### src/rtl/cache_pkg.sv
// Shared types and helpers for the cache line-transfer engine.
package cache_pkg;

  typedef enum logic [1:0] {
    IDLE = 2'd0,
    WB   = 2'd1,
    FILL = 2'd2,
    DONE = 2'd3
  } xfer_state_t;

  // Number of byte-offset bits inside one word.
  function automatic int unsigned byte_bits(int unsigned word_size);
    return $clog2(word_size / 8);
  endfunction

  // Clear the low_bits least significant bits (line offset) of an address.
  function automatic logic [63:0] line_base(logic [63:0] addr, int unsigned low_bits);
    logic [63:0] mask;
    mask = (64'd1 << low_bits) - 64'd1;
    return addr & ~mask;
  endfunction

endpackage

### src/rtl/cache_line_buffer.sv
// Line buffer: WORDS_PER_LINE x WORD_SIZE registers, one write port, flat read-out.
// Not reset; contents are only meaningful after a fill.
module cache_line_buffer
  import cache_pkg::*;
#(
  parameter int unsigned WORD_SIZE      = 32,
  parameter int unsigned WORDS_PER_LINE = 8,
  localparam int unsigned LineBits      = $clog2(WORDS_PER_LINE)
) (
  input  logic                                clk_i,
  input  logic                                we_i,
  input  logic [LineBits-1:0]                 idx_i,
  input  logic [WORD_SIZE-1:0]                wdata_i,
  output logic [WORD_SIZE*WORDS_PER_LINE-1:0] line_o
);

  logic [WORD_SIZE-1:0] mem_q [WORDS_PER_LINE];

  // Single write port.
  always_ff @(posedge clk_i) begin
    if (we_i) begin
      mem_q[idx_i] <= wdata_i;
    end
  end

  // Flatten the array, word 0 in the LSBs.
  always_comb begin
    line_o = '0;
    for (int i = 0; i < int'(WORDS_PER_LINE); i++) begin
      line_o[i*WORD_SIZE +: WORD_SIZE] = mem_q[i];
    end
  end

endmodule

### src/rtl/cache_line_xfer.sv
// Line-transfer engine between a cache data array and word-wide memory.
// Fills a line, writes back a line, or evicts-then-fills on one command.
// Build option CACHE_CRIT_WORD_FIRST_EN: fill starts at the addressed word and wraps;
// otherwise fills always start at word 0.
module cache_line_xfer
  import cache_pkg::*;
#(
  parameter int unsigned WORD_SIZE      = 32,
  parameter int unsigned WORDS_PER_LINE = 8,
  parameter int unsigned ADDR_SIZE      = 32
) (
  input  logic                                clk,
  input  logic                                clr_n,
  input  logic                                start_fill,
  input  logic                                start_wb,
  input  logic [ADDR_SIZE-1:0]                line_addr_i,
  input  logic [ADDR_SIZE-1:0]                wb_addr_i,
  input  logic [WORD_SIZE*WORDS_PER_LINE-1:0] wb_line_i,
  output logic                                busy,
  output logic                                done,
  output logic [WORD_SIZE*WORDS_PER_LINE-1:0] line_o,
  output logic                                crit_valid_o,
  output logic [WORD_SIZE-1:0]                crit_data_o,
  output logic                                mem_req_o,
  output logic                                mem_we_o,
  output logic [ADDR_SIZE-1:0]                mem_addr_o,
  output logic [WORD_SIZE-1:0]                mem_wdata_o,
  input  logic                                mem_ack_i,
  input  logic [WORD_SIZE-1:0]                mem_rdata_i
);

  localparam int unsigned ByteBits = byte_bits(WORD_SIZE);
  localparam int unsigned LineBits = $clog2(WORDS_PER_LINE);
  localparam int unsigned LowBits  = LineBits + ByteBits;
  localparam int unsigned LineW    = WORD_SIZE * WORDS_PER_LINE;

  xfer_state_t          state_q, state_d;
  logic [LineBits:0]    beat_q, beat_d;
  logic                 pend_fill_q, pend_fill_d;
  logic [LineW-1:0]     wb_line_q, wb_line_d;
  logic [ADDR_SIZE-1:0] wb_base_q, wb_base_d;
  logic [ADDR_SIZE-1:0] fill_base_q, fill_base_d;
  logic [LineBits-1:0]  crit_off_q, crit_off_d;
  logic                 crit_valid_d;
  logic [WORD_SIZE-1:0] crit_data_d;

  logic [LineBits-1:0]  beat_idx, start_idx, fill_idx;
  logic                 beat_ack, last_beat, buf_we;

  function automatic logic [ADDR_SIZE-1:0] base_of(logic [ADDR_SIZE-1:0] addr);
    return ADDR_SIZE'(line_base(64'(addr), LowBits));
  endfunction

  assign beat_idx  = beat_q[LineBits-1:0];
`ifdef CACHE_CRIT_WORD_FIRST_EN
  assign start_idx = crit_off_q;
`else
  assign start_idx = '0;
`endif
  // Modulo-WORDS_PER_LINE wrap comes from the LineBits-wide sum.
  assign fill_idx  = start_idx + beat_idx;
  assign beat_ack  = mem_req_o & mem_ack_i;
  assign last_beat = (beat_q == (LineBits+1)'(WORDS_PER_LINE - 1));
  assign buf_we    = (state_q == FILL) && beat_ack;

  // State and datapath registers.
  always_ff @(posedge clk or negedge clr_n) begin
    if (!clr_n) begin
      state_q      <= IDLE;
      beat_q       <= '0;
      pend_fill_q  <= 1'b0;
      wb_line_q    <= '0;
      wb_base_q    <= '0;
      fill_base_q  <= '0;
      crit_off_q   <= '0;
      crit_valid_o <= 1'b0;
      crit_data_o  <= '0;
    end else begin
      state_q      <= state_d;
      beat_q       <= beat_d;
      pend_fill_q  <= pend_fill_d;
      wb_line_q    <= wb_line_d;
      wb_base_q    <= wb_base_d;
      fill_base_q  <= fill_base_d;
      crit_off_q   <= crit_off_d;
      crit_valid_o <= crit_valid_d;
      crit_data_o  <= crit_data_d;
    end
  end

  // Next-state: commands only accepted in IDLE; transfers end on the last ack.
  always_comb begin
    state_d = state_q;
    unique case (state_q)
      IDLE: begin
        if (start_wb) begin
          state_d = WB;
        end else if (start_fill) begin
          state_d = FILL;
        end
      end
      WB:      if (beat_ack && last_beat) state_d = pend_fill_q ? FILL : DONE;
      FILL:    if (beat_ack && last_beat) state_d = DONE;
      DONE:    state_d = IDLE;
      default: state_d = IDLE;
    endcase
  end

  // Command capture, beat counting and critical-word detection.
  always_comb begin
    beat_d      = beat_q;
    pend_fill_d = pend_fill_q;
    wb_line_d   = wb_line_q;
    wb_base_d   = wb_base_q;
    fill_base_d = fill_base_q;
    crit_off_d  = crit_off_q;
    if (beat_ack) beat_d = beat_q + 1'b1;
    // Every state change starts a fresh beat count (covers WB->FILL handover).
    if (state_d != state_q) beat_d = '0;
    if (state_q == IDLE) begin
      if (start_wb) begin
        wb_line_d   = wb_line_i;
        wb_base_d   = base_of(wb_addr_i);
        pend_fill_d = start_fill;
      end
      if (start_wb || start_fill) begin
        fill_base_d = base_of(line_addr_i);
        crit_off_d  = line_addr_i[ByteBits +: LineBits];
      end
    end
    if (state_q == WB && state_d == FILL) pend_fill_d = 1'b0;
    crit_valid_d = buf_we && (fill_idx == crit_off_q);
    crit_data_d  = crit_valid_d ? mem_rdata_i : '0;
  end

  // Outputs decoded from the current state and beat.
  always_comb begin
    busy        = (state_q != IDLE);
    done        = (state_q == DONE);
    mem_req_o   = 1'b0;
    mem_we_o    = 1'b0;
    mem_addr_o  = '0;
    mem_wdata_o = '0;
    unique case (state_q)
      WB: begin
        mem_req_o   = 1'b1;
        mem_we_o    = 1'b1;
        mem_addr_o  = wb_base_q + (ADDR_SIZE'(beat_idx) << ByteBits);
        mem_wdata_o = wb_line_q[beat_idx*WORD_SIZE +: WORD_SIZE];
      end
      FILL: begin
        mem_req_o  = 1'b1;
        mem_addr_o = fill_base_q + (ADDR_SIZE'(fill_idx) << ByteBits);
      end
      default: ;
    endcase
  end

  cache_line_buffer #(
    .WORD_SIZE      (WORD_SIZE),
    .WORDS_PER_LINE (WORDS_PER_LINE)
  ) u_line_buffer (
    .clk_i   (clk),
    .we_i    (buf_we),
    .idx_i   (fill_idx),
    .wdata_i (mem_rdata_i),
    .line_o  (line_o)
  );

endmodule

### config.mk
export PLATFORM = sky130hd
export DESIGN_NAME = cache_line_xfer
export DESIGN_NICKNAME = d
export VERILOG_FILES = /design/src/rtl/cache_pkg.sv /design/src/rtl/cache_line_buffer.sv /design/src/rtl/cache_line_xfer.sv
export SDC_FILE = /design/constraint.sdc
export NUM_CORES = 1
export LEC_CHECK = 0
export BUFFER_PORTS_ARGS = -buffer_cell sky130_fd_sc_hd__buf_2
export CAP_MARGIN = 20
export CORE_AREA = 2 2 275 277
export CTS_CLUSTER_SIZE = 8
export DETAILED_ROUTE_END_ITERATION = 12
export DIE_AREA = 0 0 277 279
export PLACE_DENSITY = 0.57
export SYNTH_ARGS = -nofsm -noshare
export SYNTH_HDL_FRONTEND = slang
export SYNTH_HIERARCHICAL = 1
export SYNTH_SLANG_ARGS = --single-unit
### constraint.sdc
create_clock -name clk -period 4.2 [get_ports clk]
set_input_delay 0.84 -clock clk [delete_from_list [all_inputs] [get_ports clk]]
set_output_delay 0.84 -clock clk [all_outputs]
set_load 0.02 [all_outputs]
## Word level (Yosys, flattened, before mapping)

Memory sizes are Yosys's and may differ from the RTL's.
Cells that the tools add are included.

| operators by class | value |
|---|---|
| $add $sub $neg | 3 |
| eq/ne operators | 7 |
| shift operators | 1 |
| muxes and demuxes | 18 |
| bitwise operators | 1 |
| reduce and logical (&&, ||, !) cells | 14 |

Operators by type and width:

| operator | count |
|---|---|
| $shiftx A256 B9 Y32 | 1 |
| $add A32 B5 Y32 | 2 |
| $mux W32 | 2 |
| $pmux W32 S2 | 1 |
| $mux W1 | 8 |
| $mux W2 | 4 |
| $mux W4 | 2 |
| $pmux W2 S4 | 1 |
| $reduce_bool A2 Y1 | 4 |
| $eq A2 B2 Y1 const B | 3 |
| $reduce_and A2 Y1 | 3 |
| $add A4 B1 Y4 const B | 1 |
| $eq A4 B3 Y1 const B | 1 |
| $logic_and A1 B1 Y1 | 4 |
| $eq A3 B3 Y1 | 1 |
| $eq A2 B1 Y1 const B | 1 |
| $logic_not A2 Y1 | 1 |
| $ne A2 B2 Y1 | 1 |
| $reduce_or A2 Y1 | 1 |
| $and A1 B1 Y1 | 1 |
| $logic_or A1 B1 Y1 | 1 |

| word-level totals | value |
|---|---|
| bits in registers | 353 |
| bits in writable memories | 256 |
| bits of input ports | 357 |
| output and inout bits | 357 |
| word-level logic and storage cells | 54 |
| memories kept | 1 |

Memories:

| name | depth | bits a word | read ports | clocked after Yosys merged registers in | write ports | RTL line | RTL |
|---|---|---|---|---|---|---|---|
| u_line_buffer.mem_q | 8 | 32 | 8 | 0 | 1 | cache_line_buffer.sv:17 | `logic [WORD_SIZE-1:0] mem_q [WORDS_PER_LINE];` |

## Logic depth before layout (Yosys ltp)

| logic depth | value |
|---|---|
| word-level depth | 11 |
| depth in mapped cells | 8 |
| depth with buffers taken out | 6 |

## By module

The synthesis kept the hierarchy.

By module, submodules not included:

| module | times used | cells each | area each (um^2) | sequential area each (um^2) |
|---|---|---|---|---|
| cache_line_xfer | 1 | 1018 | 15707.6 | 8833.5 |
| cache_line_buffer | 1 | 264 | 7783.7 | 7687.4 |

## Worst setup path after synthesis

OpenSTA, ideal clock, no wires.

| timing | value |
|---|---|
| path type | reg2reg |
| from | register state_q[1] |
| to | memory u_line_buffer.mem_q[0][0], enable pin |
| library setup time | 441 ps |
| data arrival time | 3112 ps |
| data required time | 3759 ps |
| slack | 647 ps |
| stages on the path, launching flop included | 5 |
| buffers on the path | 0 |
| clock period less this slack | 3553 ps |
| path through | dfrtp_1 > inv_1 > ha_1 > and3_2 > nor4b_2 |

| between the ends | value |
|---|---|
| word-level cells in the longest chain between the ends | 7 |
| elaborated cells between the ends (all ways) | 8 |
| classes of those cells | eq/ne (2); mux (3); bitwise (1); reduce/logical (2) |

Ends and longest elaborated chain:

| what | RTL line | RTL |
|---|---|---|
| from (decl) | cache_line_xfer.sv:37 | `xfer_state_t state_q, state_d;` |
| from (signal assigned) | cache_line_xfer.sv:79 | `state_q <= state_d;` |
| $eq A2 B2 Y1 or $eq A2 B1 Y1 (tied branches) | cache_line_xfer.sv:144 | `unique case (state_q)` |
| $reduce_or A2 Y1 (no line) * | - |  |
| $mux W1 * | cache_line_xfer.sv:144 |  |
| via mem_req_o | cache_line_xfer.sv:24 | `output logic mem_req_o,` |
| $and A1 B1 Y1 * | cache_line_xfer.sv:62 | `assign beat_ack = mem_req_o & mem_ack_i;` |
| $logic_and A1 B1 Y1 * | cache_line_xfer.sv:64 | `assign buf_we = (state_q == FILL) && beat_ack;` |
| via buf_we | cache_line_xfer.sv:48 | `logic beat_ack, last_beat, buf_we;` |
| $mux W1 * | cache_line_buffer.sv:21 | `if (we_i) begin` |
| $mux W1 (not written as such) * | cache_line_buffer.sv:22 | `mem_q[idx_i] <= wdata_i;` |
| to (decl) | cache_line_buffer.sv:17 |  |

The timed path passes the listed nets; every way through them passes the cells marked *.

## Final worst setup path

| timing | value |
|---|---|
| from | register beat_q[0] |
| to | output mem_wdata_o[9] |

| between the ends | value |
|---|---|
| word-level cells in the longest chain between the ends | 2 |

Ends and longest elaborated chain:

| what | RTL line | RTL |
|---|---|---|
| from (decl) | cache_line_xfer.sv:38 | `logic [LineBits:0] beat_q, beat_d;` |
| from (signal assigned) | cache_line_xfer.sv:80 | `beat_q <= beat_d;` |
| $shiftx A256 B9 Y32 | cache_line_xfer.sv:149 | `mem_wdata_o = wb_line_q[beat_idx*WORD_SIZE +: WORD_SIZE];` |
| $mux W32 | cache_line_xfer.sv:144 |  |
| to (decl) | cache_line_xfer.sv:27 | `output logic [WORD_SIZE-1:0] mem_wdata_o,` |

No other way between the ends.

==> results.sh <==
export IMPL_path_buf_inv=2
export IMPL_vias_per_cell=4.666
export IMPL_rows=100
export IMPL_syn_avg_cell_area_um2=18.32
export IMPL_seq_power_share_pct=42.6
export IMPL_slew_headroom_pct=28.77
export IMPL_required_ns=3.36
export IMPL_finClkSkew_ns=0.04355
export IMPL_grt_overflow=0
export IMPL_final_setup_tns_ns=0
export IMPL_final_common_cell="buf_2"
export IMPL_drc=0
export IMPL_ctsResizeCount=0
export IMPL_crit_type="flop to output port"
export IMPL_ff_latch_area_um2=16530
export IMPL_synth_flop_cell="dfrtp_1"
export IMPL_ys_warn_count=6
export IMPL_final_fill_count=6859
export IMPL_fin_area_um2=30930
export IMPL_die_area_um2=77280
export IMPL_intPower_w=0.01491
export IMPL_period_share_pct=89.70
export IMPL_syn_area_um2=23490
export IMPL_hold_path_class="input port to asynchronous set/reset pin"
export IMPL_setup_violations=0
export IMPL_antenna_found_initial=35
export IMPL_initial_core_util_pct=31.71
export IMPL_die_w_um=277
export IMPL_combPwrFrac_pct=26.3
export IMPL_hold_viol_final=0
export IMPL_r2r_slack_ns=1.20
export IMPL_synth_enable_flop_cells=256
export IMPL_finalMaxSlewViolations=0
export IMPL_rsz0062_at_grt="false"
export IMPL_vdd_drop_max_mv=0.3904
export IMPL_final_cell_mix="703 x buf_2, 350 x dfrtp_1, 313 x mux2_2"
export IMPL_path_max_fanout=42
export IMPL_multiInputGateArea_um2=6620
export IMPL_cts_buffer_depth=3
export IMPL_path_cells="buf_4 > mux4_2 > mux2i_1 > nor2b_1 > buf_2"
export IMPL_fmax_ghz=0.2654
export IMPL_root_buffer="clkbuf_16"
export IMPL_drtPass1Iterations=5
export IMPL_status="finished, final reports clean"
export IMPL_core_region_area_um2=74070
export IMPL_cts_buffers=87
export IMPL_cellPowerDensity_nw_per_um2=673.9
export IMPL_nets=2407
export IMPL_fin_crit_ns=3.768
export IMPL_cap_violations=0
export IMPL_h_tree_depth=3
export IMPL_worst_setup_path_end_kind="output port"
export IMPL_vias=14350
export IMPL_synth_distinct_cells=40
export IMPL_reg2reg_depth=5
export IMPL_cp_arrival_ns=2.93
export IMPL_cts_reportedPaths_clkPinSlew_ns=0.05
export IMPL_leakage_nw=13.14
export IMPL_grt_pass1_wl_um=100700
export IMPL_synthCells=1282
export IMPL_drive_above_1_share_pct=59.58
export IMPL_hold_buffers=0
export IMPL_sw_frac_of_total_pct=28.46
export IMPL_drt_iter0_drc=864
export IMPL_place_gp_congestion=0.8443
export IMPL_async_flop_share_pct=57.96
export IMPL_worstReg2RegEnd="u_line_buffer/mem_q[6][6]"
export IMPL_cts_sinks=609
export IMPL_ioPinCount=714
export IMPL_cp_start_kind="flop"
export IMPL_hpwlAfterDp_um=48320
export IMPL_ys_ff_latch=609
export IMPL_worst_pin_slew_ns=1.068
export IMPL_pwr_share_clk_pct=31.2
export IMPL_r2r_start="state_q[0]"
export IMPL_wire_per_inst_um=21.95
export IMPL_grt_usage_pct=17.29
export IMPL_switching_power_w=0.005931
export IMPL_cpPeakStageDelay_ns=0.96
export IMPL_area_growth_pct=31.65
export IMPL_portBuffers=704
export IMPL_path_delay_family="flip-flops"
export IMPL_clkLatencyLatePin_ns=0.62
export IMPL_grt_pass1_vias=15490
export IMPL_wirelength_um=67520
export IMPL_tritoncts="done"
export IMPL_ant_nets=0
export IMPL_post_cts_setup_buffers=0
export IMPL_cp_slowest_cell="dfrtp_4"
export IMPL_die_h_um=279
export IMPL_grt_max_degree=117
export IMPL_place_area_um2=28320
export IMPL_yosysSeqAreaShare_pct=70.33
==> area by class of cell <==
| cell class | count | area share (%) |
|---|---|---|
| Antenna cell | 19 | 0.1537 |
| Clock buffer | 122 | 7.497 |
| Clock inverter | 10 | 0.7120 |
| Inverter | 4 | 0.04855 |
| Multi-Input combinational cell | 595 | 21.41 |
| Sequential cell | 609 | 53.45 |
| Tap cell | 969 | 3.920 |
| Timing Repair Buffer | 748 | 12.82 |
==> cells in the mapped netlist (2+ instances only) <==
library cell | count | share of area (%)
dfrtp_1 | 353 | 38
mux2_2 | 313 | 15
edfxtp_1 | 256 | 33
mux4_2 | 65 | 6.2
nor2b_1 | 63 | 1.7
buf_2 | 39 | 0.83
mux2i_1 | 34 | 1.4
and2_1 | 33 | 0.88
a22oi_1 | 27 | 0.86
clkbuf_1 | 22 | 0.35
buf_1 | 7 | 0.11
nor2_1 | 7 | 0.11
ha_1 | 5 | 0.27
o21ai_0 | 5 | 0.11
and3_1 | 4 | 0.11
buf_6 | 4 | 0.19
inv_1 | 4 | 0.064
and4b_2 | 3 | 0.14
and4bb_2 | 3 | 0.16
buf_4 | 3 | 0.096
nand3_1 | 3 | 0.064
nor3_1 | 3 | 0.064
xnor2_1 | 3 | 0.11
xor2_1 | 3 | 0.11
a311o_1 | 2 | 0.085
and3_2 | 2 | 0.064
nand2_1 | 2 | 0.032
nand2b_1 | 2 | 0.053
==> through the flow <==
step / hold slack [ns] / util [%] / std cells / setup WS (ns) / total power [W]
floorplan: 0.4739 / - / 1283 / 0.6471 / 0.01272
global placement: 0.4829 / 38.23 / 2924 / 1.002 / 0.01429
detailed placement: 0.4876 / 38.23 / 2924 / 0.9482 / 0.01452
CTS: 0.3485 / 41.66 / 3056 / 0.2842 / 0.02112
global route: 0.3932 / 41.73 / 3068 / 0.1252 / 0.02198
finish: 0.3610 / 41.75 / 3076 / 0.4325 / 0.02084
==> kinds of logic after synthesis <==
group / synth area share, %
xor gates and xnor gates: 0.2237
other: 0.01596
DFF: 70.33
and+or+nand+nor: 3.579
buffers and inverters: 1.646
AOI/OAI and AO/OA: 1.257
muxes: 22.68
adders and majority gates: 0.2663
==> per-layer routing <==
| metal | vias to the layer above | track usage [%] | wire, um |
|---|---|---|---|
| li1 | 6349 | - | - |
| met5 | - | 0 | 191 |
| met1 | 7174 | 19.85 | 25590 |
| met4 | 32 | 5.978 | 2189 |
| met3 | 166 | 6.677 | 6161 |
| met2 | 633 | 29.49 | 33400 |
==> worst max-delay path by stage <==
| stage | start | end | slack [ns] | cells past startpoint |
|---|---|---|---|---|
| after floorplan | state_q[1] | u_line_buffer/mem_q[0][0] | 0.65 | 4 |
| after global placement | beat_q[0] | mem_wdata_o[9] | 1.00 | 5 |
| after detailed placement | beat_q[0] | mem_wdata_o[9] | 0.95 | 5 |
| after CTS | beat_q[0] | mem_wdata_o[9] | 0.28 | 5 |
| after global routing | beat_q[0] | mem_wdata_o[5] | 0.13 | 5 |
| final | beat_q[0] | mem_wdata_o[9] | 0.43 | 5 |
==> power by group through the flow <==
stage | clock network [W] | registers, W | logic (W)
finish | 0.00649 | 0.00888 | 0.00547
global route | 0.00697 | 0.00908 | 0.00592
CTS | 0.00669 | 0.00888 | 0.00556
detailed placement | 0 | 0.00898 | 0.00554
global placement | 0 | 0.00888 | 0.00541
floorplan | 0 | 0.00862 | 0.00410
==> flip-flops by register name (all words and copies together), names as in the netlist <==
name,flops
crit_valid_o,1
pend_fill_q,1
wb_base_q,27
state_q,2
crit_off_q,3
crit_data_o,32
u_line_buffer/mem_q,256
fill_base_q,27
wb_line_q,256
beat_q,4
Note: power is estimated with default switching activity, not from simulation.
